File: src/rtl/restoring_div_if.sv
// Request/result bundle for the restoring divider: the EX stage drives the
// request side (master), the divider drives status and results (slave).
interface restoring_div_if;
  logic        start;
  logic [1:0]  op;
  logic [31:0] dividend;
  logic [31:0] divisor;
  logic        divisor_is_zero;
  logic        flush;
  logic        busy;
  logic        done;
  logic [31:0] quotient_out;
  logic [31:0] remainder_out;

  modport master (
    output start, op, dividend, divisor, divisor_is_zero, flush,
    input  busy, done, quotient_out, remainder_out
  );

  modport slave (
    input  start, op, dividend, divisor, divisor_is_zero, flush,
    output busy, done, quotient_out, remainder_out
  );
endinterface

File: src/rtl/restoring_div.sv
// 32-bit multi-cycle restoring divider (DIV/DIVU/MOD/MODU), one quotient bit per cycle.
// Optional macro DIV_FAST_PATH_EN: zero divisor or |dividend| < |divisor| skips CALC.
//
// state | meaning
// IDLE  | waiting for start
// CALC  | 32 restoring iterations on operand magnitudes
// SIGN  | sign correction, results registered
// DONE  | results valid, done held until next start/flush/rst
module restoring_div (
  input  logic            clk,
  input  logic            rst,
  restoring_div_if.slave  bus
);

  typedef enum logic [1:0] {S_IDLE, S_CALC, S_SIGN, S_DONE} state_t;

  state_t      state, state_nxt;
  logic [4:0]  cnt;
  logic [31:0] rem_q;
  logic [31:0] quo_q;
  logic [31:0] dvs_q;
  logic        sgn_q, neg_a_q, neg_b_q, zero_q;
  logic [31:0] quo_out_q, rem_out_q;

  logic        sgn_in, zero_in, fast, accept;
  logic [31:0] mag_a, mag_b;
  logic [32:0] rem_shift;
  logic [31:0] diff;
  logic        borrow;
  logic        op_kind_unused;

  // op[1] only tells the consumer which result to read; both are always produced.
  assign op_kind_unused = bus.op[1];

  always_comb begin
    sgn_in  = !bus.op[0];
    zero_in = bus.divisor_is_zero || (bus.divisor == 32'd0);
    mag_a   = (sgn_in && bus.dividend[31]) ? (32'd0 - bus.dividend) : bus.dividend;
    mag_b   = (sgn_in && bus.divisor[31])  ? (32'd0 - bus.divisor)  : bus.divisor;
`ifdef DIV_FAST_PATH_EN
    fast    = zero_in || (mag_a < mag_b);
`else
    fast    = 1'b0;
`endif
  end

  assign accept = ((state == S_IDLE) || (state == S_DONE)) && bus.start && !bus.flush;

  always_ff @(posedge clk) begin
    if (rst) state <= S_IDLE;
    else     state <= state_nxt;
  end

  always_comb begin
    state_nxt = state;
    if (bus.flush) begin
      state_nxt = S_IDLE;
    end else begin
      case (state)
        S_IDLE, S_DONE: if (bus.start) state_nxt = fast ? S_SIGN : S_CALC;
        S_CALC:         if (cnt == 5'd31) state_nxt = S_SIGN;
        S_SIGN:         state_nxt = S_DONE;
        default:        state_nxt = S_IDLE;
      endcase
    end
  end

  always_comb begin
    bus.busy = 1'b0;
    bus.done = 1'b0;
    case (state)
      S_CALC, S_SIGN: bus.busy = 1'b1;
      S_DONE:         bus.done = 1'b1;
      default:        ;
    endcase
  end

  // Quotient register doubles as the dividend shifter: its MSB feeds the remainder.
  always_comb begin
    rem_shift = {rem_q, quo_q[31]};
    borrow    = rem_shift < {1'b0, dvs_q};
    diff      = rem_shift[31:0] - dvs_q;
  end

  always_ff @(posedge clk) begin
    if (rst) begin
      cnt       <= 5'd0;
      rem_q     <= 32'd0;
      quo_q     <= 32'd0;
      dvs_q     <= 32'd0;
      sgn_q     <= 1'b0;
      neg_a_q   <= 1'b0;
      neg_b_q   <= 1'b0;
      zero_q    <= 1'b0;
      quo_out_q <= 32'd0;
      rem_out_q <= 32'd0;
    end else if (accept) begin
      cnt     <= 5'd0;
      sgn_q   <= sgn_in;
      neg_a_q <= sgn_in && bus.dividend[31];
      neg_b_q <= sgn_in && bus.divisor[31];
      zero_q  <= zero_in;
      // A zero divisor runs with magnitude 0 so the remainder accumulates |dividend|.
      dvs_q   <= zero_in ? 32'd0 : mag_b;
      rem_q   <= fast ? mag_a : 32'd0;
      quo_q   <= fast ? 32'd0 : mag_a;
    end else if (!bus.flush && state == S_CALC) begin
      cnt   <= cnt + 5'd1;
      rem_q <= borrow ? rem_shift[31:0] : diff;
      quo_q <= {quo_q[30:0], !borrow};
    end else if (!bus.flush && state == S_SIGN) begin
      if (zero_q)                   quo_out_q <= 32'hFFFF_FFFF;
      else if (sgn_q && (neg_a_q ^ neg_b_q)) quo_out_q <= 32'd0 - quo_q;
      else                          quo_out_q <= quo_q;
      rem_out_q <= (sgn_q && neg_a_q) ? (32'd0 - rem_q) : rem_q;
    end
  end

  assign bus.quotient_out  = quo_out_q;
  assign bus.remainder_out = rem_out_q;

endmodule
File: src/flat_wrapper.sv
// flat-port wrapper written by rule: the top's interface ports become plain ports
module restoring_div_flat 
  (clk, rst, bus_start, bus_op, bus_dividend, bus_divisor, bus_divisor_is_zero, bus_flush, bus_busy, bus_done, bus_quotient_out, bus_remainder_out);
  restoring_div_if bus_i ();
  input  logic clk;
  input  logic rst;
  input wire logic [$bits(bus_i.start)-1:0] bus_start;
  input wire logic [$bits(bus_i.op)-1:0] bus_op;
  input wire logic [$bits(bus_i.dividend)-1:0] bus_dividend;
  input wire logic [$bits(bus_i.divisor)-1:0] bus_divisor;
  input wire logic [$bits(bus_i.divisor_is_zero)-1:0] bus_divisor_is_zero;
  input wire logic [$bits(bus_i.flush)-1:0] bus_flush;
  output wire logic [$bits(bus_i.busy)-1:0] bus_busy;
  output wire logic [$bits(bus_i.done)-1:0] bus_done;
  output wire logic [$bits(bus_i.quotient_out)-1:0] bus_quotient_out;
  output wire logic [$bits(bus_i.remainder_out)-1:0] bus_remainder_out;
  assign bus_i.start = bus_start;
  assign bus_i.op = bus_op;
  assign bus_i.dividend = bus_dividend;
  assign bus_i.divisor = bus_divisor;
  assign bus_i.divisor_is_zero = bus_divisor_is_zero;
  assign bus_i.flush = bus_flush;
  assign bus_busy = bus_i.busy;
  assign bus_done = bus_i.done;
  assign bus_quotient_out = bus_i.quotient_out;
  assign bus_remainder_out = bus_i.remainder_out;
  restoring_div u_core (.clk(clk), .rst(rst), .bus(bus_i));
endmodule
File: config.mk
export PLATFORM = sky130hd
export DESIGN_NAME = restoring_div_flat
export DESIGN_NICKNAME = d
export VERILOG_FILES = /design/src/rtl/restoring_div_if.sv /design/src/rtl/restoring_div.sv /design/src/flat_wrapper.sv
export SDC_FILE = /design/constraint.sdc
export NUM_CORES = 1
export LEC_CHECK = 0
export BUFFER_PORTS_ARGS = -buffer_cell sky130_fd_sc_hd__clkbuf_2
export CAP_MARGIN = 0
export CORE_MARGIN = 5
export CORE_UTILIZATION = 56
export DETAILED_ROUTE_END_ITERATION = 8
export PLACE_DENSITY_LB_ADDON = 0.15
export SETUP_SLACK_MARGIN = 0.02
export SLEW_MARGIN = 20
export SYNTH_ARGS = -nofsm -noshare
export SYNTH_HDL_FRONTEND = slang
export SYNTH_SLANG_ARGS = --single-unit
File: constraint.sdc
create_clock -name clk -period 4.5 [get_ports clk]
set_input_delay 0.9 -clock clk [delete_from_list [all_inputs] [get_ports clk]]
set_output_delay 0.9 -clock clk [all_outputs]
set_load 0.01 [all_outputs]
==> results.toml <==
[placement]
place_inst = 1624
gp_congestion = 0.900
numPortBuffers = 135
pre_cts_slack_ns = 0.537
dp_hpwl_um = 20000
place_area_mm2 = 0.0113

[sta]
setup_viol = 0
finalClockSkew_ns = 0.0106
tightestPinTransition_ns = 0.983
slew_viol_final = 0
fin_crit_ns = 3.71
period_share = 0.824
finalHoldViolCount = 0
max_slew_margin = 0.345
max_freq_mhz = 270
setup_tns_ns = 0
worst_slack_ns = 0.790
rsz0062_at_grt = "no"

[route]
via_per_inst = 5.98
highest_layer = "met4"
drtPass1Iterations = 6
num_vias = 9896
drt_iter0_drc = 892
wl_met3_um = 1740
drt-met1-wl_um = 13600
wirelength_um = 27100
wl_per_cell_um = 16.4
drc = 0
wl_met2_um = 11500
ant_nets = 0

[clock_tree]
numClockSinks = 171
cts_resized = 0
cts_max_level = 4
holdBufCountCts = 0
clk_latency_ns = 0.43
clk_path_buf_depth = 2
cts_root_buffer = "clkbuf_16"
post_cts.repair.setup_buffers = 0
path_clk_slew_ns = 0.07
cts_made_buffers = 17
cts_tree = "built"

[logic_synthesis]
ys_ff_latch = 171
synthCells = 1321
ys_seq_area_frac = 0.327
async_flop_share = 0
syn_nets = 1434
synth_cell_type_count = 59
synth_area_mm2 = 0.0105
synth_ff_type = "dfxtp_1"
avgSynthCellArea_um2 = 7.92
synth_edf_count = 0
yosysWarnings = 0

[finish]
drive_above_1_share = 0.141
final_cell_mix = "dfxtp_1, nor2_1, clkbuf_2"
n_antenna_cell = 0
nets = 1522
syn_to_final_growth_pct = 13.4
stdcell_area_mm2 = 0.0119
final_common_cell = "dfxtp_1"
finalNonFillerCells = 1655

[floorplan]
die_x_um = 147
die_h_um = 147
core_area_mm2 = 0.0186
start_util = 0.563
io_pins = 137
placementRows = 50
dieArea_mm2 = 0.0215

[global_route]
grt_usage = 0.245
grt_max_degree = 88
grt-ovfl-total = 0
antenna_found_initial = 0
grt_first_pass_wirelength_um = 44200
grt_pass1_vias = 8867

[pwr]
vdd_ir_drop_max_v = 0.000247
p_sw_mw = 1.35
swShare = 0.312
p_per_area_mw_per_mm2 = 365
p_clk_frac = 0.354
p_leak_nw = 4.77
p_seq_frac = 0.375
combPwrFrac = 0.271
finalPower_mw = 4.34
p_int_mw = 2.98

[setup_path]
crit_type = "register to register"
start_kind = "register"
cp-end-kind = "register"
crit_fanout = 11
worstPathRequired_ns = 4.85
arrival_ns = 4.06

[min_path]
min_path_type = "register to register"

[outcome]
outcome = "finished clean"

[run]
maxCapViolCount = 0
[logic make-up (layout without fill, tap and decap cells)]
family,after synthesis,count (layout),synth area share
adders and majority gates,42,42,0.0509
and+or+nand+nor,402,402,0.179
xor gates and xnor gates,140,140,0.117
buffers and inverters,133,233,0.0496
muxes,24,24,0.0233
AOI/OAI and AO/OA,409,409,0.253
DFF,171,171,0.327
[path summary, 6_finish.rpt]
kind                                                    from                      endpoint  slack (ns)  depth (start not counted)
worst min-delay path            u_core.bus.remainder_out[18]  u_core.bus.remainder_out[18]        0.46                          2
worst max register to register               u_core.dvs_q[1]              u_core.rem_q[30]        0.79                         12
worst min register to register  u_core.bus.remainder_out[18]  u_core.bus.remainder_out[18]        0.46                          2
worst max-delay path                         u_core.dvs_q[1]              u_core.rem_q[30]        0.79                         12
[state kept, by name, summed over array words and instances, names as in the netlist]
register and cells:
u_core.bus.quotient_out 32, u_core.bus.remainder_out 32, u_core.dvs_q 32, u_core.quo_q 32, u_core.rem_q 32, u_core.cnt 5
u_core.state 2, u_core.neg_a_q 1, u_core.neg_b_q 1, u_core.sgn_q 1, u_core.zero_q 1
[area by class of cell]
| cell class | instances | area, µm² |
|---|---|---|
| clock inverter | 9 | 136 |
| clock buffer | 22 | 474 |
| inverter | 53 | 199 |
| timing repair buffer | 149 | 796 |
| fill | 1672 | 6710 |
| sequential | 171 | 3420 |
| tap | 234 | 293 |
| multi-input combinational | 1017 | 6550 |
[routing by layer]
layer,vias to the layer above,GRT usage
met5,-,0
met4,0,0.0626
met3,22,0.0373
met2,292,0.360
met1,4597,0.373
li1,4985,-
[cells in the mapped netlist (all sizes together), types with 4 or more instances]
master,number,area share
o21a,10,0.0072
a222oi,26,0.025
and3,9,0.0054
clkbuf,69,0.025
nand2b,10,0.0060
a211oi,29,0.021
a21o,10,0.0072
nand4,4,0.0024
a31oi,9,0.0054
inv,53,0.019
nor4,16,0.0096
dfxtp,171,0.33
xnor2,82,0.069
o41ai,16,0.016
o31a,5,0.0042
buf,11,0.0059
ha,41,0.049
mux2i,21,0.020
and2,6,0.0036
nand2,93,0.033
nand3,13,0.0062
or3,19,0.012
o21ai,87,0.042
o22ai,54,0.032
o211ai,4,0.0029
nor2b,7,0.0042
a21oi,110,0.053
or4,15,0.011
o31ai,24,0.017
nor2,164,0.059
a311oi,6,0.0050
a211o,4,0.0033
nor3,37,0.019
xor2,58,0.049
[power by group through the flow]
| stage | logic, mW | registers [mW] | clock network (mW) |
|---|---|---|---|
| floorplan | 0.891 | 1.64 | 0 |
| global placement | 1.14 | 1.66 | 0 |
| detailed placement | 1.15 | 1.66 | 0 |
| CTS | 1.16 | 1.63 | 1.56 |
| global route | 1.28 | 1.63 | 1.62 |
| finish | 1.17 | 1.63 | 1.53 |
[through the flow]
stage / util / hold WS (ns)
CTS: 0.639 / 0.461
global route: 0.639 / 0.494
finish: 0.639 / 0.465
detailed placement: 0.606 / 0.453
floorplan: - / 0.420
global placement: 0.606 / 0.446
[critical path: stages (launching register included)]
cell,delay [ns]
dfxtp_1,0.40
inv_1,0.12
ha_1,0.29
nor2b_1,0.17
o2111ai_1,0.18
a2111oi_0,0.43
nor2_1,0.18
o32a_1,0.47
o41ai_4,0.42
a211oi_1,0.14
buf_4,0.20
or3b_2,0.47
a21oi_1,0.16
No activity file was read; power rests on OpenSTA's default activity.
